--- src/rtl/ring_inject_arbiter_if.sv ---
// ring_inject_arbiter_if: handshake bundle between the local requesters, the injection arbiter and the ring node
//   req_valid/req_pkt/req_ready  : requester handshake; requester i owns req_pkt[i*PKT_W +: PKT_W]
//   inj_valid/inj_pkt/inj_accept : offer to the ring node (packetCoreIn / packetSendIn / recievedOut)
//   grant_id/starve/inj_count    : status of the held offer and injection statistics
interface ring_inject_arbiter_if #(
   parameter int NUM_REQ = 4,
   parameter int PKT_W   = 144
);
   localparam int IW = $clog2(NUM_REQ);
   logic [NUM_REQ-1:0]       req_valid;
   logic [NUM_REQ*PKT_W-1:0] req_pkt;
   logic [NUM_REQ-1:0]       req_ready;
   logic                     inj_valid;
   logic [PKT_W-1:0]         inj_pkt;
   logic                     inj_accept;
   logic [IW-1:0]            grant_id;
   logic                     starve;
   logic [31:0]              inj_count;
   modport master (
      output req_valid, req_pkt, inj_accept,
      input  req_ready, inj_valid, inj_pkt, grant_id, starve, inj_count
   );
   modport slave (
      input  req_valid, req_pkt, inj_accept,
      output req_ready, inj_valid, inj_pkt, grant_id, starve, inj_count
   );
endinterface

--- src/rtl/ring_inject_arbiter.sv ---
// ring_inject_arbiter: round-robin scheduler for one ring node's injection port
//   clk, rst : clock and synchronous active-high reset
//   bus      : slave side of ring_inject_arbiter_if (requester handshake in, ring offer out, status out)
module ring_inject_arbiter #(
   parameter int NUM_REQ      = 4,
   parameter int PKT_W        = 144,
   parameter int STARVE_LIMIT = 16
) (
   input logic clk,
   input logic rst,
   ring_inject_arbiter_if.slave bus
);
   localparam int IW = $clog2(NUM_REQ);
   localparam int BW = $clog2(STARVE_LIMIT + 1);
   localparam logic [0:0] IDLE  = 1'b0;
   localparam logic [0:0] OFFER = 1'b1;
   localparam logic [IW-1:0] LAST  = IW'(NUM_REQ - 1);
   localparam logic [BW-1:0] LIMIT = BW'(STARVE_LIMIT);
   logic [0:0]       state;
   logic [PKT_W-1:0] pkt;
   logic [IW-1:0]    gid, rr_ptr, w;
   logic [BW-1:0]    blk, blk_nxt;
   logic             starve_q, take, acc;
   logic [31:0]      count;
   // scan from the highest offset down so the nearest valid requester after rr_ptr wins
   always_comb begin
      w = '0;
      for (int k = NUM_REQ - 1; k >= 0; k--)
         if (bus.req_valid[(int'(rr_ptr) + k) % NUM_REQ]) w = IW'((int'(rr_ptr) + k) % NUM_REQ);
   end
   assign acc  = state == OFFER && bus.inj_accept;
   // the offer register frees up either when empty or when the ring takes it this cycle
   assign take = (state == IDLE || bus.inj_accept) && |bus.req_valid && !rst;
   assign blk_nxt = (state == IDLE || acc) ? '0 : blk == LIMIT ? blk : blk + 1'b1;
   assign bus.req_ready = take ? {{(NUM_REQ-1){1'b0}}, 1'b1} << w : '0;
   assign bus.inj_valid = state == OFFER;
   assign bus.inj_pkt   = pkt;
   assign bus.grant_id  = gid;
   assign bus.starve    = starve_q;
   assign bus.inj_count = count;
   always_ff @(posedge clk) begin
      if (rst) begin
         state    <= IDLE;
         pkt      <= '0;
         gid      <= '0;
         rr_ptr   <= '0;
         blk      <= '0;
         starve_q <= 1'b0;
         count    <= '0;
      end else begin
         if (take) begin
            state  <= OFFER;
            pkt    <= bus.req_pkt[int'(w) * PKT_W +: PKT_W];
            gid    <= w;
            rr_ptr <= w == LAST ? '0 : w + 1'b1;
         end else if (acc) begin
            state <= IDLE;
         end
         if (acc) count <= count + 1'b1;
         blk      <= blk_nxt;
         starve_q <= blk_nxt >= LIMIT;
      end
   end
endmodule

--- src/flat_wrapper.sv ---
// flat-port wrapper written by rule: the top's interface ports become plain ports
module ring_inject_arbiter_flat 
#(
   parameter int NUM_REQ      = 4,
   parameter int PKT_W        = 144,
   parameter int STARVE_LIMIT = 16
)
  (clk, rst, bus_req_valid, bus_req_pkt, bus_inj_accept, bus_req_ready, bus_inj_valid, bus_inj_pkt, bus_grant_id, bus_starve, bus_inj_count);
  ring_inject_arbiter_if #(.NUM_REQ(NUM_REQ), .PKT_W(PKT_W)) bus_i ();
  input logic clk;
  input logic rst;
  input wire logic [$bits(bus_i.req_valid)-1:0] bus_req_valid;
  input wire logic [$bits(bus_i.req_pkt)-1:0] bus_req_pkt;
  input wire logic [$bits(bus_i.inj_accept)-1:0] bus_inj_accept;
  output wire logic [$bits(bus_i.req_ready)-1:0] bus_req_ready;
  output wire logic [$bits(bus_i.inj_valid)-1:0] bus_inj_valid;
  output wire logic [$bits(bus_i.inj_pkt)-1:0] bus_inj_pkt;
  output wire logic [$bits(bus_i.grant_id)-1:0] bus_grant_id;
  output wire logic [$bits(bus_i.starve)-1:0] bus_starve;
  output wire logic [$bits(bus_i.inj_count)-1:0] bus_inj_count;
  assign bus_i.req_valid = bus_req_valid;
  assign bus_i.req_pkt = bus_req_pkt;
  assign bus_i.inj_accept = bus_inj_accept;
  assign bus_req_ready = bus_i.req_ready;
  assign bus_inj_valid = bus_i.inj_valid;
  assign bus_inj_pkt = bus_i.inj_pkt;
  assign bus_grant_id = bus_i.grant_id;
  assign bus_starve = bus_i.starve;
  assign bus_inj_count = bus_i.inj_count;
  ring_inject_arbiter #(.NUM_REQ(NUM_REQ), .PKT_W(PKT_W), .STARVE_LIMIT(STARVE_LIMIT)) u_core (.clk(clk), .rst(rst), .bus(bus_i));
endmodule
--- config.mk ---
export PLATFORM = sky130hd
export DESIGN_NAME = ring_inject_arbiter_flat
export DESIGN_NICKNAME = d
export VERILOG_FILES = /design/src/rtl/ring_inject_arbiter_if.sv /design/src/rtl/ring_inject_arbiter.sv /design/src/flat_wrapper.sv
export SDC_FILE = /design/constraint.sdc
export NUM_CORES = 1
export LEC_CHECK = 0
export CAP_MARGIN = 5
export CORE_AREA = 4 4 296 298
export CTS_BUF_LIST = sky130_fd_sc_hd__clkbuf_8
export CTS_CLUSTER_SIZE = 40
export DETAILED_ROUTE_END_ITERATION = 8
export DIE_AREA = 0 0 300 302
export HOLD_SLACK_MARGIN = 0.06
export MAX_ROUTING_LAYER = met4
export PLACE_DENSITY = 0.39
export SYNTH_ARGS = -nofsm -noshare
export SYNTH_HDL_FRONTEND = slang
export SYNTH_SLANG_ARGS = --single-unit
--- constraint.sdc ---
create_clock -name clk -period 3 [get_ports clk]
set_clock_uncertainty 0.15 [all_clocks]
set_input_delay 0.3 -clock clk [delete_from_list [all_inputs] [get_ports clk]]
set_output_delay 0.3 -clock clk [all_outputs]
set_load 0.05 [all_outputs]
**After elaboration in Yosys (flattened, before gate mapping)**

Index checks and enable logic that the tools add are counted.

- Bits in registers: 187
- Input bits: 583

- Add/subtract/negate cells: 6
- Multiply operators: 1
- Order comparisons: 5
- Eq/ne operators: 2
- Shift-type cells: 2
- Muxes and demuxes: 21
- Bitwise logic cells: 4
- Reductions and logical operators: 11

Operators with widths:

| cell | number |
|---|---|
| 576-bit by 32-bit indexed part select with 144-bit output | 1 |
| 32-bit by 1-bit adder with 32-bit output, second input constant | 1 |
| 3-bit by 4-bit < comparator with 1-bit output, second input constant | 3 |
| 2-bit 2-to-1 mux | 5 |
| 5-bit 2-to-1 mux | 2 |
| 1-bit 2-to-1 mux | 9 |
| 1-bit binary-select mux with 2-bit select | 4 |
| 2-bit by 4-bit multiplier with 6-bit output, second input constant | 1 |
| 2-bit OR reduction | 3 |
| 5-bit by 1-bit adder with 5-bit output, second input constant | 1 |
| 5-bit equality test, second input constant | 1 |
| 5-bit >= comparator, second input constant | 1 |
| 2-bit by 1-bit adder with 2-bit output, second input constant | 2 |
| 2-bit adder, second input constant | 2 |
| 4-bit 2-to-1 mux | 1 |
| 4-bit OR reduction | 1 |
| 1-bit by 2-bit left shift with 4-bit output, first input constant | 1 |
| 1-bit bitwise AND, first input constant | 3 |
| 1-bit logical AND | 3 |
| 2-bit by 3-bit < comparator with 1-bit output, second input constant | 1 |
| 2-bit equality test, second input constant | 1 |
| 1-bit logical OR | 2 |
| 2-bit nonzero test | 1 |
| 1-bit logical NOT | 1 |
| 1-bit inverter | 1 |

**Longest topological paths before layout**

- Depth after elaboration: 12
- Mapped depth: 10
- Gate-level depth less buffers: 8

**Worst setup path before layout**

No wires, ideal clock.

- Kind: reg-to-output
- From: register u_core.rr_ptr[1]
- To: output port bus_req_ready[3]
- Arrival time: 2.274 ns
- Required time: 2.550 ns
- Setup slack: 0.276 ns
- Stages on the path, launching flop included: 10
- Buffers on the path: 3
- Cell sequence: dfxtp_1 clkbuf_2 nor4_4 buf_2 nor2_4 clkinv_2 buf_2 ha_1 inv_1 nor2_1

- Longest elaborated chain between the ends: 10

Ends and longest elaborated chain:

| item | line | RTL |
|---|---|---|
| start: declaration | ring_inject_arbiter.sv:21 | `logic [IW-1:0] gid, rr_ptr, w;` |
| start signal: assignment | ring_inject_arbiter.sv:55 | `rr_ptr <= w == LAST ? '0 : w + 1'b1;` |
| 2-bit adder | ring_inject_arbiter.sv:29 | `if (bus.req_valid[(int'(rr_ptr) + k) % NUM_REQ]) w = IW'((int'(rr_ptr) + k) % NUM_REQ);` |
| 1-bit binary-select mux with 2-bit select | ring_inject_arbiter.sv:29 |  |
| 1-bit 2-to-1 mux (implied by the code) (2 in series) | ring_inject_arbiter.sv:29 |  |
| 2-bit 2-to-1 mux (3 in series) | ring_inject_arbiter.sv:29 |  |
| 2-bit 2-to-1 mux * | ring_inject_arbiter.sv:29 |  |
| 1-bit by 2-bit left shift with 4-bit output * | ring_inject_arbiter.sv:35 | `assign bus.req_ready = take ? {{(NUM_REQ-1){1'b0}}, 1'b1} << w : '0;` |
| 4-bit 2-to-1 mux * | ring_inject_arbiter.sv:35 |  |
| end: declaration | flat_wrapper.sv:15 | `output wire logic [$bits(bus_i.req_ready)-1:0] bus_req_ready;` |

Every way passes the cells marked *; elsewhere a longest branch is shown, timed or not. The select of a mux whose other input is x is not followed.

**Final worst setup path**

- From: register u_core.rr_ptr[0]
- To: output port bus_req_ready[3]

The elaborated chain is that of the path after synthesis.

==> metrics.txt <==
Post-synth EDFFs 0; slew at the pin with the worst max-slew slack 658.8 ps; most utilized layer in the global route result met2; count of routing violations after the opening detailed-route iteration 736; cells along the critical path and2b_1, nor4_4, nor2_4, clkinv_2, ha_1, inv_1, nor2_1, buf_4; Post-synth top flop dfxtp_1; placer's final routability congestion estimate 0.9185; number of clock sinks 186; number of H-tree branching levels 4; peak fanout along the critical path 4; overall via count from detail_route 13.90k; antenna violations before repair 22; Warnings, synthesis 0; worst reg-to-reg setup slack 590 ps; Core Box Area 84880 um2; Avg Inst Size Synth 8.025 um2; number of violations of the max-capacitance limit 0; Worst path slowest cell dfxtp_1; clock-pin transition on the worst setup and hold timing paths 120 ps; Boundary Pins 767; Pwr Density 505.9 nW/um2; die width 300 um; IR drop worst, VDD 0.2979 mV; biggest cell delay along the critical path 450 ps; part of the cycle the worst path needs 92.64%; cell chosen for the clock root clkbuf_8; result of the run finished, final reports clean; class of the tightest hold or removal check in2reg; clock latency reported for the late side of the worst-skew pair 580 ps; number of buffer and inverter stages on the critical path 3; startpoint types register; via count of the first global-routing pass 14.65k; critical path capture point bus_req_ready[3]; number of cell rows 107; final number of hold-violating endpoints 0; routing usage on met1 17.36%; setup repair after global routing missed its margin no; average via count per standard cell 4.231; post-DR wirelength/cell 22.44 um; top cells by area, synth dfxtp_1, mux2i_1, o211ai_1, a211oi_1, a21o_1; global-route congestion overflow total 0; number of logic stages on the critical path including buffering 8; share of synthesized area occupied by flip-flops and latches 33.55%; proportion of netlist area held by the largest area contributor 33.55%; Mapped Cells 1383; final core utilization 24.81%; critical register-to-register path startpoint u_core.rr_ptr[0]; Max transition margin 55.95%; netlist area before placement 11100 um2; layout overhead on the synthesized area 89.73%; Global Route met3 Usage 4.708%; drc violations 0; die height 302 um; type of the worst setup path reg2out; net count after synthesis 1970; first-pass GRT wire length 102000 um; final worst path period need 2779 ps; family with the most delay on the worst path simple AND/OR/NAND/NOR gates; overall power after layout 10.65 mW; Routed WL 73740 um; Required @ worst endpoint 2550 ps; TritonCTS buffer count 17; port buffer count 766; worst setup path startpoint u_core.rr_ptr[0]; die outline area 90600 um2; fraction of layout instances using a drive strength above 1 6.365%; async set-or-reset flop fraction in the synthesized netlist 0%; crit end category output pin; setup violation total in the final timing report 0; highest clock rate 359.8 MHz; number of cells on the worst reg-to-reg path 7; All-Layer GR Usage 15.80%; reg-to-reg critical path endpoint u_core.bus.inj_pkt[2]; antenna violation net count after detailed routing 0; met2 usage in global routing 27.13%; Initial Utilization 13.08%; clock buffer depth 2; dominant cell type by area after synthesis dfxtp_1; DPL Wire Length 58020 um; max-slew violation total from the final report 0; Arr. time, crit path 2330 ps; maximum number of pins on one net before global-route repair 91; Final nets 2695; Detailed Routing Iterations Pass 1 6; Static Leakage 7.702 nW; Synth Register Bits 186; final-layout setup total negative slack 0 ps; TritonCTS clock tree yes; Hold Buf Count CTS 0; post-synth cell types 43
## Yosys cell counts (all sizes together) (2+ instances only)
cell type	count
a211oi	96
a21o	96
a21oi	6
and3	97
and4	3
buf	57
clkbuf	83
dfxtp	186
ha	4
inv	9
mux2i	97
nand2	164
nand2b	2
nand3	114
nand4	8
nor2	45
nor2b	5
nor3	4
nor4	15
o211ai	97
o21ai	101
o31ai	48
or3	4
or4	2
xnor2	16
xor2	16
## flip-flops by register name, summed over array words and instances (netlist names)
| register | count |
|---|---|
| u_core.blk | 4 |
| u_core.rr_ptr | 2 |
| u_core.bus.inj_valid | 1 |
| u_core.bus.inj_count | 32 |
| u_core.bus.inj_pkt | 144 |
| u_core.bus.starve | 1 |
| u_core.bus.grant_id | 2 |
## placed cells by master (no fill, tap or decap), types with 12 or more instances in the layout
master and instances:
nor2_1 41, a211oi_1 96, o211ai_1 97, o31ai_1 48, and3_1 97, nand2_1 163
buf_4 52, a21o_1 96, xnor2_1 16, clkdlybuf4s50_1 761, xor2_1 16, buf_12 32
dfxtp_1 185, nand3_1 114, mux2i_1 97, nor4_1 12, diode_2 21, o21ai_0 100
clkbuf_8 17
## worst min-delay path by stage
stage,endpoint,cells after the start,slack [ps],startpoint
after floorplan,u_core.rr_ptr[0],2,310,u_core.rr_ptr[0]
after detailed placement,u_core.bus.inj_pkt[21],2,290,u_core.bus.inj_pkt[21]
after CTS,u_core.bus.inj_pkt[66],4,90,rst
final,u_core.bus.inj_pkt[66],4,140,rst
after global routing,u_core.bus.inj_pkt[66],4,110,rst
after global placement,u_core.bus.inj_pkt[118],2,280,u_core.bus.inj_pkt[118]
## per-stage QoR
| stage | instance area (um2) | std cells | hold slack [ps] | worst slack (ps) |
|---|---|---|---|---|
| 6_report | 21060 | 3286 | 138.2 | 220.8 |
| 5_1_grt | 21050 | 3285 | 106.8 | 11.55 |
| 4_1_cts | 21000 | 3265 | 88.35 | 2.767 |
| 3_5_place_dp | 20590 | 3232 | 289.8 | 47.20 |
| 3_3_place_gp | 20590 | 3232 | 283.3 | 86.32 |
| 2_1_floorplan | 11100 | 1383 | 308.7 | 276.2 |
## layer usage
layer  vias up  part of all wire (%)
met4         0                   2.6
met1      6665                    39
met3        65                   7.6
met2       582                    50
li1       6591                     -
met5         -                     0
## area by class of cell
class,count,area (um2)
diodes,21,52.55
clock buffers,17,234.0
clock inverters,15,161.4
fillers,9297,63820
inverters,10,38.79
multi-input cells,1047,6760
flip-flops and latches,186,3725
well taps,1144,1431
repair buffers,846,8653
## cells by family (layout without fill, tap and decap cells)
family | count (synthesis) | in the layout | synth area share [%]
and+or+nand+nor | 468 | 468 | 21.00
AOI/OAI and AO/OA | 445 | 445 | 27.73
DFF | 186 | 186 | 33.55
other | 0 | 21 | 0
xor gates and xnor gates | 32 | 32 | 2.525
buffers and inverters | 150 | 888 | 5.885
muxes | 98 | 98 | 8.850
adders and majority gates | 4 | 4 | 0.4510
## timing repair
item | CTS | global route
pin swaps | 1 | 0
gates resized for setup | 3 | 1
buffers inserted | 1 | 0
setup endpoints to repair | 3 | 2
## report_power, final
group | internal [mW] | switching, mW
clock network | 0.756 | 1.19
logic | 2.30 | 3.31
registers | 2.85 | 0.246
total | 5.91 | 4.74
## worst reg2reg max path, cell delays in order (launching register included)
cell,delay [ps]
dfxtp_1,450
and2b_1,270
or4_4,490
buf_12,210
and3_1,270
a211oi_1,230
buf_4,190
o31ai_1,60
No activity file was read; power rests on OpenSTA's default activity.
